`src/rtl/sram_access_ctrl_pkg.sv`:
```
// Shared constants and types for the SRAM access controller.
//   WORD_WIDTH      : pipeline data/address bus width
//   SRAM_DATA_WIDTH : external SRAM DQ width
//   SRAM_ADDR_WIDTH : external SRAM half-word address width
//   state_e         : controller FSM encoding
//   req_t           : operands latched when a request is accepted
package sram_access_ctrl_pkg;

    localparam int unsigned WORD_WIDTH      = 32;
    localparam int unsigned SRAM_DATA_WIDTH = 16;
    localparam int unsigned SRAM_ADDR_WIDTH = 18;

    typedef enum logic [1:0] {
        ST_IDLE = 2'd0,
        ST_LO   = 2'd1,
        ST_HI   = 2'd2,
        ST_DONE = 2'd3
    } state_e;

    typedef struct packed {
        logic                  wr;
        logic [WORD_WIDTH-1:0] wdata;
    } req_t;

endpackage

```
`src/rtl/sram_phase_timer.sv`:
```
// Wait-state counter for one half-word SRAM phase.
//   clk, rst     : clock, async active-low reset
//   clear        : restart the count at 0 on the next clock
//   count_next_c : count value for the next clock
//   tc_c         : current count has reached WAIT_CYCLES (last cycle of the phase)
module sram_phase_timer #(
    parameter int unsigned WAIT_CYCLES = 2,
    localparam int unsigned CNT_W      = $clog2(WAIT_CYCLES + 1)
) (
    input  logic             clk,
    input  logic             rst,
    input  logic             clear,
    output logic [CNT_W-1:0] count_next_c,
    output logic             tc_c
);

    logic [CNT_W-1:0] count_q;

    assign tc_c         = (count_q == CNT_W'(WAIT_CYCLES));
    assign count_next_c = clear ? '0 : CNT_W'(count_q + 1'b1);

    always_ff @(posedge clk or negedge rst) begin
        if (!rst) begin
            count_q <= '0;
        end else begin
            count_q <= count_next_c;
        end
    end

endmodule

```
`src/rtl/sram_access_ctrl.sv`:
```
// Multi-cycle MEM-stage data memory controller for a 16-bit asynchronous SRAM.
// Each 32-bit access is split into a low and a high half-word phase of
// WAIT_CYCLES+1 clocks each; ready stays low to freeze the pipeline meanwhile.
//   clk, rst                 : clock, async active-low reset
//   rd_en, wr_en             : load / store request (store wins if both)
//   address, write_data      : byte address and store data
//   read_data                : last completed load word
//   ready                    : combinational; low = freeze the pipeline
//   sram_addr, sram_dq_out   : SRAM half-word address and write data
//   sram_dq_in               : SRAM read data
//   sram_dq_oe, sram_we_n    : DQ drive enable, active-low write strobe
module sram_access_ctrl
    import sram_access_ctrl_pkg::*;
#(
    parameter int unsigned WAIT_CYCLES = 2,
    parameter int unsigned ADDR_BASE   = 1024,
    parameter int unsigned SRAM_ADDR_W = SRAM_ADDR_WIDTH
) (
    input  logic                       clk,
    input  logic                       rst,
    input  logic                       rd_en,
    input  logic                       wr_en,
    input  logic [WORD_WIDTH-1:0]      address,
    input  logic [WORD_WIDTH-1:0]      write_data,
    output logic [WORD_WIDTH-1:0]      read_data,
    output logic                       ready,
    output logic [SRAM_ADDR_W-1:0]     sram_addr,
    output logic [SRAM_DATA_WIDTH-1:0] sram_dq_out,
    input  logic [SRAM_DATA_WIDTH-1:0] sram_dq_in,
    output logic                       sram_dq_oe,
    output logic                       sram_we_n
);

    localparam int unsigned CNT_W = $clog2(WAIT_CYCLES + 1);

    state_e                     state_q, state_d;
    req_t                       req_q, req_d;
    logic [SRAM_ADDR_W-2:0]     word_q, word_d;
    logic [SRAM_DATA_WIDTH-1:0] lo_half_q;
    logic [CNT_W-1:0]           cnt_next;
    logic                       tc;
    logic                       clear_c;
    logic                       req_c;
    logic                       in_phase_d;
    logic [SRAM_ADDR_W-1:0]     sram_addr_d;
    logic [SRAM_DATA_WIDTH-1:0] sram_dq_out_d;
    logic                       sram_dq_oe_d;
    logic                       sram_we_n_d;

    assign req_c   = rd_en | wr_en;
    // Counter restarts outside the phases and at the end of each phase.
    assign clear_c = !(state_q == ST_LO || state_q == ST_HI) || tc;

    sram_phase_timer #(
        .WAIT_CYCLES (WAIT_CYCLES)
    ) u_timer (
        .clk          (clk),
        .rst          (rst),
        .clear        (clear_c),
        .count_next_c (cnt_next),
        .tc_c         (tc)
    );

    // Next state, operand latch, and SRAM pins for the coming cycle.
    always_comb begin
        state_d       = state_q;
        req_d         = req_q;
        word_d        = word_q;
        ready         = 1'b0;
        sram_addr_d   = sram_addr;
        sram_dq_out_d = sram_dq_out;
        sram_dq_oe_d  = 1'b0;
        sram_we_n_d   = 1'b1;

        case (state_q)
            ST_IDLE: begin
                ready = !req_c;
                if (req_c) begin
                    state_d     = ST_LO;
                    req_d.wr    = wr_en;
                    req_d.wdata = write_data;
                    // 32-bit offset, word index, upper bits dropped (wraps).
                    word_d      = (SRAM_ADDR_W-1)'((address - WORD_WIDTH'(ADDR_BASE)) >> 2);
                end
            end
            ST_LO:   if (tc) state_d = ST_HI;
            ST_HI:   if (tc) state_d = ST_DONE;
            ST_DONE: begin
                ready   = 1'b1;
                state_d = ST_IDLE;
            end
            default: state_d = ST_IDLE;
        endcase

        // Pins are registered, so decode them from the state/count we are entering.
        in_phase_d = (state_d == ST_LO) || (state_d == ST_HI);
        if (in_phase_d) begin
            sram_addr_d = {word_d, (state_d == ST_HI)};
            if (req_d.wr) begin
                sram_dq_oe_d  = 1'b1;
                // Strobe released on the last count: address/data hold cycle.
                sram_we_n_d   = (cnt_next == CNT_W'(WAIT_CYCLES));
                sram_dq_out_d = (state_d == ST_HI) ? req_d.wdata[WORD_WIDTH-1:SRAM_DATA_WIDTH]
                                                   : req_d.wdata[SRAM_DATA_WIDTH-1:0];
            end
        end
    end

    // FSM state register.
    always_ff @(posedge clk or negedge rst) begin
        if (!rst) begin
            state_q <= ST_IDLE;
        end else begin
            state_q <= state_d;
        end
    end

    // Latched operands, read assembly and SRAM pin registers.
    always_ff @(posedge clk or negedge rst) begin
        if (!rst) begin
            req_q       <= '0;
            word_q      <= '0;
            lo_half_q   <= '0;
            read_data   <= '0;
            sram_addr   <= '0;
            sram_dq_out <= '0;
            sram_dq_oe  <= 1'b0;
            sram_we_n   <= 1'b1;
        end else begin
            req_q       <= req_d;
            word_q      <= word_d;
            sram_addr   <= sram_addr_d;
            sram_dq_out <= sram_dq_out_d;
            sram_dq_oe  <= sram_dq_oe_d;
            sram_we_n   <= sram_we_n_d;
            // Sample the SRAM at the end of each read phase.
            if (!req_q.wr && tc) begin
                if (state_q == ST_LO) lo_half_q <= sram_dq_in;
                if (state_q == ST_HI) read_data <= {sram_dq_in, lo_half_q};
            end
        end
    end

endmodule

```
`config.mk`:
```
export PLATFORM = sky130hd
export DESIGN_NAME = sram_access_ctrl
export DESIGN_NICKNAME = d
export VERILOG_FILES = /design/src/rtl/sram_access_ctrl_pkg.sv /design/src/rtl/sram_phase_timer.sv /design/src/rtl/sram_access_ctrl.sv
export SDC_FILE = /design/constraint.sdc
export NUM_CORES = 1
export LEC_CHECK = 0
export BUFFER_PORTS_ARGS = -buffer_cell sky130_fd_sc_hd__buf_2
export CAP_MARGIN = 40
export CELL_PAD_IN_SITES_DETAIL_PLACEMENT = 0
export CELL_PAD_IN_SITES_GLOBAL_PLACEMENT = 2
export CORE_MARGIN = 5
export CORE_UTILIZATION = 34
export DETAILED_ROUTE_END_ITERATION = 12
export GPL_TIMING_DRIVEN = 0
export PLACE_DENSITY = 0.9
export SYNTH_ARGS = -nofsm -noshare
export SYNTH_HDL_FRONTEND = slang
export SYNTH_SLANG_ARGS = --single-unit
```
`constraint.sdc`:
```
create_clock -name clk -period 3.7 [get_ports clk]
set_clock_uncertainty 0.2 [all_clocks]
set_input_delay 0.555 -clock clk [delete_from_list [all_inputs] [get_ports clk]]
set_output_delay 0.555 -clock clk [all_outputs]
set_load 0.005 [all_outputs]
```
# Word level (Yosys, flattened, before mapping)
# Cells that the tools add are included.
dict set report op_classes {
  addsub 2
  eq_ne 7
  n_mux 15
  bitwise_logic 1
  n_reduce_logical 11
}
# operator n
set op_table {}
lappend op_table {{2-to-1 mux 33 bit} 2}
lappend op_table {{2-to-1 mux 17 bit} 2}
lappend op_table {{subtractor 19 x 11 -> 19 bit (second input constant)} 1}
lappend op_table {{2-to-1 mux 16 bit} 1}
lappend op_table {{equality test 2 bit (second input constant)} 5}
lappend op_table {{2-to-1 mux 2 bit} 4}
lappend op_table {{one-hot mux 2 bit (4 select lines)} 1}
lappend op_table {{AND reduction 2 bit} 3}
lappend op_table {{equality test 2 x 1 -> 1 bit (second input constant)} 2}
lappend op_table {{2-to-1 mux 1 bit} 4}
lappend op_table {{logical NOT 1 bit} 3}
lappend op_table {{logical OR 1 bit} 3}
lappend op_table {{adder 2 x 1 -> 2 bit (second input constant)} 1}
lappend op_table {{logical NOT 2 bit} 1}
lappend op_table {{one-hot mux 1 bit (2 select lines)} 1}
lappend op_table {{logical AND 1 bit} 1}
lappend op_table {{OR 1 bit} 1}
dict set report totals {
  ff_bits 138
  input_bits 84
  output_inout_bits 69
  wordCells 47
}

# Logic depth before layout (Yosys ltp)
dict set report depth {
  word_depth 8
  mapped_depth 11
  mapped_depth_nobuf 9
}

# Cells and area by module
# From an unflattened synthesis, not the netlist that was laid out.
dict set report hier_totals {
  cells_unflattened 456
  hier_area_um2 5776.8
}
# mod n_inst cells_per_inst area_each_um2 seq_area_each_um2
set modules_own_cells {}
lappend modules_own_cells {sram_access_ctrl 1 450 5703.0 3404.5}
lappend modules_own_cells {sram_phase_timer 1 6 73.8 50.0}

# Least setup slack after synthesis
# No wires, ideal clock.
dict set report synth_timing {
  kind {reg-to-reg}
  from {register state_q[1]}
  to {register sram_dq_out[10]}
  setup_ns 0.125
  t_arrival_ns 2.510
  required_ns 3.375
  path_slack_ns 0.865
  stages_incl_launch_ff 12
  n_path_buf 2
  period_less_slack_ns 2.835
  path_cell_list {dfrtp_1 > inv_1 > ha_1 > nor2b_1 > o22a_1 > nor2_1 > a21o_1 > ha_1 > clkbuf_1 > clkbuf_1 > mux4_2 > mux2_2}
}
dict set report synth_between {
  elab_chain_cells 5
  word_cells_on_any_way 14
  classes_between {eq/ne: 5; mux: 6; reduce/logical: 3}
}
# item line
set synth_rtl {}
lappend synth_rtl {{start, declared} sram_access_ctrl.sv:36} ;# state_e state_q, state_d;
lappend synth_rtl {{start signal, assigned} sram_access_ctrl.sv:114} ;# state_q <= state_d;
lappend synth_rtl {{equality test 2 bit (tied with other cells)} sram_access_ctrl.sv:75} ;# case (state_q)
lappend synth_rtl {{one-hot mux 2 bit (4 select lines)} sram_access_ctrl.sv:75}
lappend synth_rtl {{equality test 2 x 1 -> 1 bit or equality test 2 bit (tied branches)} {sram_access_ctrl.sv:96, sram_access_ctrl.sv:103}}
lappend synth_rtl {{logical OR 1 bit} sram_access_ctrl.sv:96} ;# in_phase_d = (state_d == ST_LO) || (state_d == ST_HI);
lappend synth_rtl {{AND reduction 2 bit (no line)} -}
lappend synth_rtl {{end signal, assigned} sram_access_ctrl.sv:133} ;# sram_dq_out <= sram_dq_out_d;
lappend synth_rtl {{end, declared} sram_access_ctrl.sv:28} ;# output logic [SRAM_DATA_WIDTH-1:0] sram_dq_out,
# Several ways; a longest one is shown, not always the timed one.
# A chain may end at the register's enable or synchronous reset.

# Worst setup path in the final report
dict set report layout_timing {
  from {register state_q[1]}
  to {register sram_dq_out[8]}
}
# The elaborated chain is that of the path after synthesis.

==> summary.txt <==
CTS Sinks: 138
Syn nets: 550
Crit path max fanout: 10
Yosys warns: 0
Clock Latency Late Sink: 0.42 ns
Pin count of the biggest net entering global routing: 85
Status: finished, final reports clean
Final GP Congestion: 0.779
Arr. time, crit path: 3.55 ns
Gate Count Post-Synth: 457
Worst VDD drop: 0.000409 V
Leakage power: 0.00368 uW
Number of CTS-inserted buffers: 17
Die area: 0.0197 sq mm
Flop and latch count out of synthesis: 138
CTS tree: built
Die H: 140 um
Die span in x: 140 um
Seq. cell area: 0.00345 sq mm
Fin Hold WS: 0.00352 ns
Initial DRT Pass Iterations: 4
Max-Cap Viols: 0
Initial DRC count: 83
Register area share after synthesis: 59.9%
Rel. slew slack: 49.1%
# hold bufs at CTS: 0
TNS Setup: 0 ns
All-Layer GR Usage: 14.1%
Root Buffer: clkbuf_16
CP startpoint kind: flip-flop
P&R area growth vs syn: 28.4%
Most frequent cells in the layout: buf_2, dfrtp_1, nand2_1
Initial antenna violation count: 0
Max stage delay cell, worst path: clkbuf_1
Global route overflow: 0
Detailed-route via count: 3956
Post-synthesis cell area: 0.00577 sq mm
Placement Cell Area: 0.00676 sq mm
Core ar.: 0.0166 sq mm
Power Density: 964 mW/mm^2
Filler cells: 1599
IO Pins: 153
Crit path required time: 3.81 ns
Slew at the pin closest to its max-slew limit: 0.764 ns
Vias/cell: 4.68
Multi-input gate area: 0.00219 sq mm
# nets final: 707
H-tree Lvls: 4
Unique masters post-synth: 33
Final Hold Viols: 0
Final instance area: 0.00740 sq mm
CP endpoint kind: flip-flop
Drt wl/cell: 15.9 um
Max Clk Rate: 290 MHz
First-pass GRT wire length: 22200 um
Clk slew on worst S/H paths: 0.06 ns
Vias in the first global route: 4226
Final core occ: 44.7%
Slew Viols, Final: 0
CP Class: reg2reg
IO buf count: 137
Share of cells above drive strength 1: 43.8%
Num rows: 47
R2R setup slack: 0.25 ns
Final Critical Period: 3.45 ns
Final Setup Violations: 0
CP peak stage delay: 0.57 ns
Most common cell after layout, fill and taps aside: buf_2
Post-DP HPWL: 9920 um
Number of diodes: 0
Critical-path cell list: inv_1 -> ha_1 -> nor2b_1 -> o22a_1 -> nor2_1 -> a21o_1 -> ha_1 -> clkbuf_1 -> clkbuf_1 -> mux4_2 -> mux2_2
CTS max path bufs: 2
Post-CTS sizing: 0
Starting density of the core: 34.8%
Synth Area per Inst: 12.6 sq um
Total setup buffers inserted after CTS: 0
WL final: 13400 um
Tcrit/Tclk final: 93.2%
Antenna Violating Nets Remaining: 0
Drt drc: 0
RSZ-0062 raised after global routing: false
Worst Hold Class: in2async
-- logic make-up (layout without fill, tap and decap cells) --
group / count (synthesis) / count (layout) / synth area share [%]
adders and majority gates: 9 / 9 / 1.95
xor gates and xnor gates: 4 / 4 / 0.608
AOI/OAI and AO/OA: 24 / 24 / 2.67
muxes: 95 / 95 / 21.7
and+or+nand+nor: 160 / 160 / 11.0
DFF: 138 / 138 / 59.9
buffers and inverters: 27 / 196 / 2.17
-- cell usage after synthesis, drive strengths merged --
master / instances / area (sq um)
nor3: 2 / 10.0
o221ai: 2 / 17.5
dfstp: 1 / 26.3
ha: 9 / 113
a21oi: 5 / 25.0
o21a: 1 / 7.51
xor2: 2 / 17.5
nor2b: 3 / 18.8
a22o: 1 / 8.76
buf: 13 / 72.6
o22a: 2 / 17.5
nand3: 2 / 10.0
or4: 1 / 11.3
nand2b: 2 / 12.5
or3: 1 / 6.26
o31ai: 2 / 15.0
nor3b: 1 / 7.51
nor4: 1 / 6.26
mux4: 16 / 360
nor2: 12 / 45.0
mux2: 79 / 890
a31oi: 2 / 12.5
a21o: 2 / 15.0
nand2: 135 / 507
dfrtp: 137 / 3430
inv: 5 / 18.8
clkbuf: 9 / 33.8
o21ai: 7 / 35.0
xnor2: 2 / 17.5
-- cell type report --
type	instances	share of cell area [%]
Sequential cell	138	46.7
Clock buffer	21	6.49
Multi-Input combinational cell	292	29.5
Buffer	22	1.44
Clock inverter	10	2.21
Timing Repair Buffer	138	9.72
Inverter	5	0.253
Tap cell	220	3.72
-- metal layers --
metal	vias to the layer above	track usage, %	share of wire [%]
met5	-	0	0
met4	0	3.93	1.3
met3	22	5.49	6.8
met2	106	22.6	48
met1	1967	18.0	44
li1	1861	-	-
-- metrics by stage --
stage	power (uW)	cells	setup slack (ns)
3_5_place_dp	5410	815	0.223
2_1_floorplan	4420	457	0.865
6_report	7140	846	0.252
5_1_grt	7650	846	0.0339
3_3_place_gp	5270	814	0.0156
4_1_cts	7270	846	0.207
-- worst max-delay path, delay by kind of cell, from the launching register on --
kind	cells	cell delay, ns
AO/OA/AOI/OAI	2	0.29
adder cells (fa/ha/maj)	2	0.36
buffers and inverters	3	1.09
flip-flops	1	0.43
multiplexers	2	0.68
AND/OR/NAND/NOR	2	0.28
-- final timing paths --
kind / start / to / cells past startpoint
min reg2reg: u_timer.count_q[0]$_DFF_PN0_ / u_timer.count_q[0]$_DFF_PN0_ / 1
min: rst / read_data[17]$_DFFE_PN0P_ / 1
min in group clk: write_data[27] / req_q[27]$_DFF_PN0_ / 3
max in group asynchronous: rst / sram_we_n$_DFF_PN1_ / 2
max: state_q[1]$_DFF_PN0_ / sram_dq_out[8]$_DFFE_PN0P_ / 11
max reg2reg: state_q[1]$_DFF_PN0_ / sram_dq_out[8]$_DFFE_PN0P_ / 11
-- state kept, by name (all words and copies together), names as in the netlist --
register,cells
u_timer.count_q,2
sram_addr,18
word_q,17
read_data,32
sram_we_n,1
req_q,33
lo_half_q,16
sram_dq_oe,1
state_q,2
sram_dq_out,16
-- power breakdown --
group / internal (uW) / switching (uW)
Sequential: 2230 / 321
Combinational: 1410 / 1350
Clock: 1200 / 628
Power figures use the tool's default switching activity.
